**src/rtl/mux_n_1_rr.sv**
```systemverilog
// N-to-1 registered multiplexer with valid/ready handshake.
// Fixed-select or round-robin channel choice feeding one output register.
module mux_n_1_rr #(
   parameter int unsigned N  = 8,
   parameter int unsigned W  = 8,
   parameter int unsigned CW = $clog2(N)
) (
   input  logic           clk,
   input  logic           rst_n,
   input  logic           mode,
   input  logic [CW-1:0]  seleksioni,
   input  logic [N-1:0]   in_valid,
   input  logic [N*W-1:0] in_data,
   output logic [N-1:0]   in_ready,
   output logic           out_valid,
   output logic [W-1:0]   out_data,
   output logic [CW-1:0]  out_ch,
   input  logic           out_ready
);

   logic          load;
   logic          grant_valid;
   logic [CW-1:0] grant_ch;
   logic [W-1:0]  grant_data;
   logic [CW-1:0] rr_ptr;
   logic [CW-1:0] rr_next;
   logic          hi_found;
   logic          lo_found;
   logic [CW-1:0] hi_ch;
   logic [CW-1:0] lo_ch;

   assign load = !out_valid | out_ready;

   // Round-robin: lowest valid index at or above rr_ptr, else lowest valid overall (wrap).
   always_comb begin
      hi_found = 1'b0;
      lo_found = 1'b0;
      hi_ch    = '0;
      lo_ch    = '0;
      for (int i = int'(N) - 1; i >= 0; i--) begin
         if (in_valid[i]) begin
            lo_found = 1'b1;
            lo_ch    = CW'(i);
            if (CW'(i) >= rr_ptr) begin
               hi_found = 1'b1;
               hi_ch    = CW'(i);
            end
         end
      end
   end

   always_comb begin
      grant_valid = 1'b0;
      grant_ch    = '0;
      if (!mode) begin
         // Out-of-range select matches no channel, so it never grants.
         for (int i = 0; i < int'(N); i++) begin
            if (seleksioni == CW'(i) && in_valid[i]) begin
               grant_valid = 1'b1;
               grant_ch    = CW'(i);
            end
         end
      end else if (hi_found) begin
         grant_valid = 1'b1;
         grant_ch    = hi_ch;
      end else if (lo_found) begin
         grant_valid = 1'b1;
         grant_ch    = lo_ch;
      end
   end

   always_comb begin
      grant_data = '0;
      in_ready   = '0;
      for (int i = 0; i < int'(N); i++) begin
         if (grant_ch == CW'(i)) begin
            grant_data  = in_data[i*W +: W];
            in_ready[i] = load & grant_valid;
         end
      end
   end

   assign rr_next = (grant_ch == CW'(N - 1)) ? '0 : grant_ch + CW'(1);

   always_ff @(posedge clk or negedge rst_n) begin
      if (!rst_n) begin
         out_valid <= 1'b0;
         out_data  <= '0;
         out_ch    <= '0;
         rr_ptr    <= '0;
      end else if (load) begin
         if (grant_valid) begin
            out_valid <= 1'b1;
            out_data  <= grant_data;
            out_ch    <= grant_ch;
            if (mode) begin
               rr_ptr <= rr_next;
            end
         end else begin
            out_valid <= 1'b0;
         end
      end
   end

endmodule

```
**config.mk**
```make
export PLATFORM = sky130hd
export DESIGN_NAME = mux_n_1_rr
export DESIGN_NICKNAME = d
export VERILOG_FILES = /design/src/rtl/mux_n_1_rr.sv
export SDC_FILE = /design/constraint.sdc
export NUM_CORES = 1
export LEC_CHECK = 0
export CORE_ASPECT_RATIO = 1.75
export CORE_MARGIN = 5
export CORE_UTILIZATION = 37
export DETAILED_ROUTE_END_ITERATION = 7
export GPL_ROUTABILITY_DRIVEN = 0
export PLACE_DENSITY = 0.82
export SYNTH_ARGS = -nofsm -noshare
export SYNTH_HDL_FRONTEND = slang
export SYNTH_SLANG_ARGS = --single-unit
```
**constraint.sdc**
```tcl
create_clock -name clk -period 9.05 [get_ports clk]
set_clock_uncertainty 0.05 [all_clocks]
set_input_delay 1.81 -clock clk [delete_from_list [all_inputs] [get_ports clk]]
set_output_delay 1.81 -clock clk [all_outputs]
set_load 0.01 [all_outputs]
```
# Word level (Yosys, flattened, before mapping)
# Index checks and enable logic that the tools add are counted.
[totals]
ff_bits = 15
[op_classes]
n_addsub = 1
n_lt_le_gt_ge = 8
n_eq_ne = 14
n_mux = 87
n_bitwise = 2
reduce_logical = 13
[ops]
columns = ["op", "n"]
rows = [
  ["3-bit two-way mux", 34],
  ["8-bit two-way mux", 8],
  ["1-bit two-way mux", 45],
  ["3-bit equality test, second input constant", 8],
  ["3-bit by 2-bit equality test with 1-bit output, second input constant", 4],
  ["3-bit greater-or-equal comparator, first input constant", 4],
  ["1-bit logical AND", 8],
  ["3-bit by 1-bit equality test with 1-bit output, second input constant", 2],
  ["1-bit by 3-bit greater-or-equal comparator with 1-bit output, first input constant", 2],
  ["2-bit by 3-bit greater-or-equal comparator with 1-bit output, first input constant", 2],
  ["3-bit logical NOT", 2],
  ["3-bit by 1-bit adder with 3-bit output, second input constant", 1],
  ["3-bit AND reduction", 1],
  ["2-bit AND reduction", 1],
  ["1-bit AND", 1],
  ["1-bit logical NOT", 1],
  ["1-bit OR", 1],
]

# Depth between registers and ports, before layout
# Gate-level depths: netlist of run 1.
[logic_depth]
depth_word = 28
depth_mapped = 18
depth_no_buf = 16

# Worst setup path before layout of run 1
# Ideal clock, no wire load.
[synth_timing]
path_kind = "input-to-output"
from = "in in_valid[5]"
to = "out in_ready[7]"
arrival_time_ns = 3.796
setup_slack_ns = 3.394
path_stages = 10
path_buffers = 1
path_cell_list = "nand3b_2 > a221oi_2 > o21ai_0 > o32ai_1 > mux2_2 > ha_1 > ha_1 > clkbuf_1 > clkinv_1 > nor2_1"
[synth_via]
elab_chain_len = 15
word_cells_on_any_way = 50
[synth_rtl]
columns = ["item", "line_no", "text"]
rows = [
  ["start, declared", "12", "input logic [N-1:0] in_valid,"],
  ["3-bit two-way mux or 1-bit two-way mux (tied branches)", "41", "if (in_valid[i]) begin"],
  ["3-bit two-way mux or 1-bit two-way mux (tied branches)", "44", "if (CW'(i) >= rr_ptr) begin"],
  ["3-bit two-way mux or 1-bit two-way mux (tied branches)", "41", ""],
  ["3-bit two-way mux or 1-bit two-way mux (tied branches)", "44", ""],
  ["3-bit two-way mux or 1-bit two-way mux (tied branches)", "41", ""],
  ["3-bit two-way mux or 1-bit two-way mux (tied branches)", "44", ""],
  ["3-bit two-way mux or 1-bit two-way mux (tied branches)", "41", ""],
  ["3-bit two-way mux or 1-bit two-way mux (tied branches)", "44", ""],
  ["3-bit two-way mux or 1-bit two-way mux (tied branches)", "41", ""],
  ["3-bit two-way mux or 1-bit two-way mux (tied branches)", "44", ""],
  ["3-bit two-way mux or 1-bit two-way mux (tied branches)", "41", ""],
  ["3-bit two-way mux", "63", "end else if (hi_found) begin"],
  ["3-bit two-way mux (*)", "55", "if (!mode) begin"],
  ["via grant_ch[0]", "23", "logic [CW-1:0] grant_ch;"],
  ["3-bit equality test (*)", "76", "if (grant_ch == CW'(i)) begin"],
  ["1-bit two-way mux (*)", "76", ""],
  ["end, declared", "14", "output logic [N-1:0] in_ready,"],
]
# Mark *: on every way through the listed nets, which the timed path passes. The rest lies on a longest branch.

# Final worst setup path of run 1
# Ends and elaborated chain as after synthesis.

==> run metrics, run 1 <==
result of the run=finished, final reports clean; Ys Warns=0; final hold vios=0; max-slew violation count=0; Die ar.=6533 um^2; Root Buffer=clkbuf_8; initial antenna violation count=0; minimum clock period=7.309 ns; Final nets=415; Vias=2192; Synth Area in Simple Gates=22.12%; Pwr Density=201.8 nW/um^2; row cnt=34; share of the synthesized area in the top cell type=20.42%; Syn Std Cell Area=1838 um^2; first-pass GRT wire length=9949 um; Seq/Total Area, Yosys=20.42%; DR iter-0 viols=80; CP endpoint kind=primary output; clk sinks=15; Post-synth EDFFs=0; largest net degree at the start of global routing=29; Filler cells=447; Worst-path clk slew=0.06 ns; Critical Path RT=7.19 ns; hold_buf cts=0; largest cells by area after synthesis=dfrtp_1 20%, a21oi_1 6.0%, nor2_1 4.7%, a22oi_1 4.1%, ha_1 4.1%; Final ANT Viol Nets=0; Max clock buf depth=2; CTS H-tree lvls=1; Power, Total=575.8 uW; Synth Register Bits=15; DRC viols=0; Core Region=4892 um^2; MaxCap Viol Count=0; Die W=63.28 um; Critical Path AT=5.45 ns; Peak VDD IR=0.1225 mV; Async SR Flop Fraction=100.0%; post-route cell area=2854 um^2; cell count after synthesis=244; largest area contributor in the netlist=dfrtp_1; P&R area growth vs syn=55.28%; CTS tree=built; IO Pins=99; RSZ-0062 raised after global routing=false; layout cells sized above 1=5.167%; initial core utilization=37.57%; largest family of logic cells by synthesized area=compound AO/OA/AOI/OAI gates; XOR/XNOR Fraction of Synth Area=0%; met3 WL=357 um; postcts setup bufs=0; post-DP HPWL=5242 um; Port-buffer cells=98; Worst-Margin Slew=0.8296 ns; FF/Latch Area=375.4 um^2; Multi-input gate area=1304 um^2; vias in the first global route=2224; Netlist cell types=53; final period utilization=80.77%; Most used DFF post-synth=dfrtp_1; Die Ht=103.2 um; syn_nets=329; M1 WL=2240 um; post-CTS resize count=0; Total Routed Length=6227 um; first-pass detailed-route iteration total=4; placed instance area=2805 um^2; Hold WC Path Type=reg -> reg; Routed wire per std cell=16.26 um; CP max FO=17; clock latency at the later pin of the worst-skew pair=0.24 ns; Adder-Cell Fraction of Synth Area=4.084%; Mean Syn Cell Area=7.533 um^2; grt ovf=0; cts bufs inserted=3; DR top layer=met4; mux share of post-synthesis cell area=8.033%; Worst setup SP type=primary input; GRT Overall Usage=18.08%; Rel. slew slack=44.58%; Setup Viol. Count Final=0; FF-to-FF setup slack=5.16 ns; leakage power=1.141 nW; crit path kind=in -> out; Final Util=58.34%; fmax=136.8 MHz; setup_tns=0 ns; vias per cell=5.723; compound-gate portion of the synthesized area=36.69%; met2 wire length=3405 um; ant diodes=0
==> layout by cell type, fill, tap and decap left out, drive strengths merged, types with 3 or more instances in the layout <==
| cell type | instances |
|---|---|
| a221o | 5 |
| dfrtp | 15 |
| a221oi | 7 |
| o22a | 5 |
| nor2 | 23 |
| o311ai | 9 |
| and3 | 4 |
| nand2 | 20 |
| nand3 | 12 |
| mux2i | 5 |
| clkdlybuf4s50 | 98 |
| nor2b | 5 |
| a31oi | 5 |
| clkbuf | 3 |
| mux2 | 8 |
| ha | 6 |
| a22oi | 10 |
| nor3 | 8 |
| o211ai | 3 |
| a21oi | 22 |
| o21ai | 10 |
| o22ai | 3 |
| inv | 15 |
==> synthesized netlist by cell type (6+ instances only) <==
cell type	n
nor3_1	7
a22oi_1	10
nor2_1	23
inv_1	14
nand3_1	12
dfrtp_1	15
o311ai_0	8
nand2_1	20
a21oi_1	22
clkbuf_1	10
ha_1	6
==> metal layers <==
metal	track usage [%]	vias up
met5	0	-
met4	8.000	0
met3	2.054	18
met2	35.42	79
met1	19.10	1002
li1	-	1093
==> cell families (layout without fill, tap and decap cells) <==
| logic type | after synthesis | count (layout) |
|---|---|---|
| flip-flops | 15 | 15 |
| buffers and inverters | 35 | 120 |
| AND/OR/NAND/NOR | 83 | 83 |
| multiplexers | 13 | 13 |
| AO/OA/AOI/OAI | 92 | 92 |
| adder cells (fa/ha/maj) | 6 | 6 |
==> state kept, by name, indices dropped and copies added (netlist names) <==
| register | cells |
|---|---|
| out_ch | 3 |
| out_data | 8 |
| out_valid | 1 |
| rr_ptr | 3 |
==> critical path, cell delays in order <==
cell,delay [ns]
clkdlybuf4s50_1,0.52
nand3b_2,0.27
a221oi_2,0.28
o21ai_0,0.12
o32ai_1,0.28
mux2_2,0.26
ha_1,0.18
ha_1,0.56
clkinv_1,0.43
nor2_1,0.18
clkdlybuf4s50_1,0.56
==> power breakdown <==
group	leakage [nW]	internal, mW	switching, mW
Sequential	0.174	0.0969	0.0310
Clock	0.0217	0.0309	0.0237
Combinational	0.946	0.193	0.200
==> worst paths after layout <==
kind	startpoint	to	depth (start not counted)
max reg2reg	rr_ptr[2]$_DFFE_PN0P_	out_data[3]$_DFFE_PN0P_	13
max	in_valid[5]	in_ready[7]	11
min in group asynchronous	rst_n	out_ch[2]$_DFFE_PN0P_	1
min	out_ch[1]$_DFFE_PN0P_	out_ch[1]$_DFFE_PN0P_	2
max in group asynchronous	rst_n	rr_ptr[1]$_DFFE_PN0P_	1
min reg2reg	out_ch[1]$_DFFE_PN0P_	out_ch[1]$_DFFE_PN0P_	2
==> cell type report <==
cell class | instances | area share (%)
multi-input cells | 194 | 45.68
repair buffers | 100 | 34.90
flip-flops and latches | 15 | 13.15
well taps | 54 | 2.367
inverters | 16 | 2.192
clock buffers | 3 | 1.447
clock inverters | 1 | 0.2630
==> stage by stage <==
step / setup slack [ns] / std cells / hold slack [ns]
after global routing: 1.433 / 383 / 0.4659
after floorplan: 3.394 / 244 / 0.4679
after detailed placement: 1.795 / 379 / 0.4268
after CTS: 1.755 / 383 / 0.4404
after global placement: 1.850 / 379 / 0.4200
final: 1.741 / 383 / 0.4337
(Power assumes the default switching activity.)
==> run 2, diff against run 1 <==
--- a/config.mk
+++ b/config.mk
@@ -7,10 +7,10 @@
 export LEC_CHECK = 0
 export CORE_ASPECT_RATIO = 1.75
 export CORE_MARGIN = 5
-export CORE_UTILIZATION = 37
+export CORE_UTILIZATION = 36
 export DETAILED_ROUTE_END_ITERATION = 7
 export GPL_ROUTABILITY_DRIVEN = 0
-export PLACE_DENSITY = 0.82
+export PLACE_DENSITY = 0.83
 export SYNTH_ARGS = -nofsm -noshare
 export SYNTH_HDL_FRONTEND = slang
 export SYNTH_SLANG_ARGS = --single-unit
==> constraint.sdc (replaced) <==
create_clock -name clk -period 6 [get_ports clk]
set_clock_uncertainty 0.05 [all_clocks]
set_input_delay 1.2 -clock clk [delete_from_list [all_inputs] [get_ports clk]]
set_output_delay 1.2 -clock clk [all_outputs]
set_load 0.01 [all_outputs]
==> run 2 against run 1 <==
  * Final area increased by 1.7%
  * Clock power increased by 48%
  * Critical path type unchanged
  * Combinational power increased by 57%
  * Highest routed layer unchanged
  * Clock-buffer cell count increased by 1
==> run metrics, run 2 (synthesis gave the netlist of run 1 again) <==
result of the run=finished, final reports clean (unchanged); CP endpoint kind=primary output (unchanged); first-pass detailed-route iteration total=4 (unchanged); vias per cell=5.710 (was 5.723); final period utilization=89.73%; DR iter-0 viols=75 (was 80); Routed wire per std cell=16.54 um (was 16.26 um); largest net degree at the start of global routing=27 (was 29); Final nets=422 (was 415); sw frac=43.89% (was 44.24%); PnR worst setup slack=0.6164 ns (was 1.741 ns); vias in the first global route=2204 (was 2224); Total Routed Length=6449 um (was 6227 um); FF/Latch Area=375.4 um^2 (unchanged); CP max stage cell=clkdlybuf4s50_1 (was ha_1); post-CTS resize count=0 (unchanged); ant diodes=0 (unchanged); DRC viols=0 (unchanged); leakage power=1.177 nW (was 1.141 nW); Vias=2227 (was 2192); Multi-input gate area=1304 um^2 (unchanged); CTS H-tree lvls=1 (unchanged); initial antenna violation count=0 (unchanged); grt ovf=0 (unchanged); CTS tree=built (unchanged); max-slew violation count=0 (unchanged); post-DP HPWL=5348 um (was 5242 um); hold_buf cts=0 (unchanged); sequential power share=21.6% (was 22.2%); IO Pins=99 (unchanged); cell depth of the worst flop-to-flop path=16 (was 13); minimum clock period=5.384 ns; GRT Overall Usage=18.48% (was 18.08%); CP max FO=8 (was 17); row cnt=34 (unchanged); P&R area growth vs syn=57.93% (was 55.28%); max incr delay on CP=0.56 ns (about the same); hold path depth=2 (unchanged); Worst-Margin Slew=0.6762 ns (was 0.8296 ns); Die Ht=104.5 um (was 103.2 um); Rel. slew slack=54.78% (was 44.58%); postcts setup bufs=0 (unchanged); worst-path cell chain=clkdlybuf4s50_1, nand3b_2, a221oi_2, o21ai_0, o32ai_1, mux2_2, ha_1, ha_1, inv_1, nor2_1, clkdlybuf4s50_1 (was clkdlybuf4s50_1, nand3b_2, a221oi_2, o21ai_0, o32ai_1, mux2_2, ha_1, ha_1, clkinv_1, nor2_1, clkdlybuf4s50_1); clock power share=9.1% (was 9.5%); critical path buffer and inverter count=3 (unchanged); Setup Viol. Count Final=0 (unchanged); initial core utilization=36.93% (was 37.57%); crit path kind=in -> out (unchanged); commonest non-fill, non-tap cells in the layout=98 x clkdlybuf4s50_1, 23 x nor2_1, 22 x a21oi_1 (unchanged); Critical Path AT=4.13 ns (was 5.45 ns); Pwr Density=306.7 nW/um^2 (was 201.8 nW/um^2); Die ar.=6691 um^2 (was 6533 um^2); final hold vios=0 (unchanged); max FFs per register=8 (unchanged); Top reg by flops=out_data (unchanged); Core Region=4977 um^2 (was 4892 um^2); MaxCap Viol Count=0 (unchanged); Root Buffer=clkbuf_8 (unchanged); clock latency at the later pin of the worst-skew pair=0.24 ns (about the same); WP depth=11 (unchanged); Worst setup SP type=primary input (unchanged); Peak VDD IR=0.2300 mV (was 0.1225 mV); Die W=64.02 um (was 63.28 um); Port-buffer cells=98 (unchanged); commonest non-fill, non-tap cell in the layout=clkdlybuf4s50_1 (unchanged); setup_tns=0 ns (unchanged); Worst-path clk slew=0.06 ns (about the same); layout cells sized above 1=6.845% (was 5.167%); Filler cells=441 (was 447); final hold slack=0.4541 ns (was 0.4337 ns); sw power=390.8 uW (was 254.7 uW); RSZ-0062 raised after global routing=false (unchanged); Hold WC Path Type=reg -> reg (unchanged); clk sinks=15 (unchanged); largest registers=out_data: 8 flops, out_ch: 3 flops, rr_ptr: 3 flops (unchanged); pre-CTS WS=0.6229 ns (was 1.795 ns); Final ANT Viol Nets=0 (unchanged); cts bufs inserted=3 (unchanged); CP top delay family=buffers and inverters (unchanged); power share of the combinational group=69.3% (was 68.3%); Max clock buf depth=2 (unchanged); fmax=185.8 MHz; Critical Path RT=4.75 ns (was 7.19 ns); Pint=499.5 uW (was 321.1 uW); first-pass GRT wire length=10340 um (was 9949 um)
-- run 2: changes by cell type in the layout (fill, tap and decap cells not counted) --
cell / previous run / this run
clkinvlp_4: 1 / 0
clkbuf_1: 0 / 1
buf_4: 2 / 9
-- run 2: area by class of cell --
cell class	count	area share, %
Clock buffer	4	1.552
Inverter	16	2.155
Multi-Input combinational cell	194	44.91
Sequential cell	15	12.93
Tap cell	54	2.328
Timing Repair Buffer	107	36.12
-- run 2: worst register-to-register path: stages (launching register included) --
cell	delay (ns)
dfrtp_1	0.50
nand3_1	0.20
nand2_1	0.07
a22o_1	0.20
a22oi_1	0.14
o32ai_1	0.12
mux2_2	0.32
ha_1	0.24
buf_4	0.23
nor2b_1	0.42
buf_4	0.24
a221oi_1	0.10
nor3_1	0.25
a21oi_1	0.08
mux2i_1	0.13
o21ai_1	0.10
o211ai_1	0.19
-- run 2: power by group through the flow --
stage	clock [mW]	sequential [mW]	combinational [mW]
floorplan	0	0.190	0.379
global placement	0	0.191	0.600
detailed placement	0	0.193	0.617
CTS	0.0808	0.191	0.619
global route	0.0835	0.199	0.683
finish	0.0810	0.192	0.617
-- run 2: metal layers --
layer | wire [um] | GRT usage, % | vias up
li1 | - | - | 1104
met1 | 2385 | 21.88 | 1012
met2 | 3468 | 32.81 | 97
met3 | 416 | 2.270 | 14
met4 | 178 | 7.132 | 0
met5 | 0 | 0 | -
-- run 2: path summary, 6_finish.rpt --
kind	start	end	slack (ns)
setup / recovery	in_valid[5]	in_ready[3]	0.62
hold / removal	out_ch[2]$_DFFE_PN0P_	out_ch[2]$_DFFE_PN0P_	0.45
setup reg to reg	rr_ptr[1]$_DFFE_PN0P_	out_data[6]$_DFFE_PN0P_	2.35
hold reg to reg	out_ch[2]$_DFFE_PN0P_	out_ch[2]$_DFFE_PN0P_	0.45
max in group asynchronous	rst_n	out_data[4]$_DFFE_PN0P_	4.15
min in group asynchronous	rst_n	out_data[0]$_DFFE_PN0P_	1.32
-- run 2: metrics by stage --
| step | std cells | area (um^2) | utilization [%] | total power [mW] |
|---|---|---|---|---|
| floorplan | 244 | 1838 | - | 0.5686 |
| global placement | 386 | 2858 | 57.42 | 0.7914 |
| detailed placement | 386 | 2858 | 57.42 | 0.8100 |
| CTS | 390 | 2903 | 58.32 | 0.8908 |
| global route | 390 | 2903 | 58.32 | 0.9650 |
| finish | 390 | 2903 | 58.32 | 0.8903 |
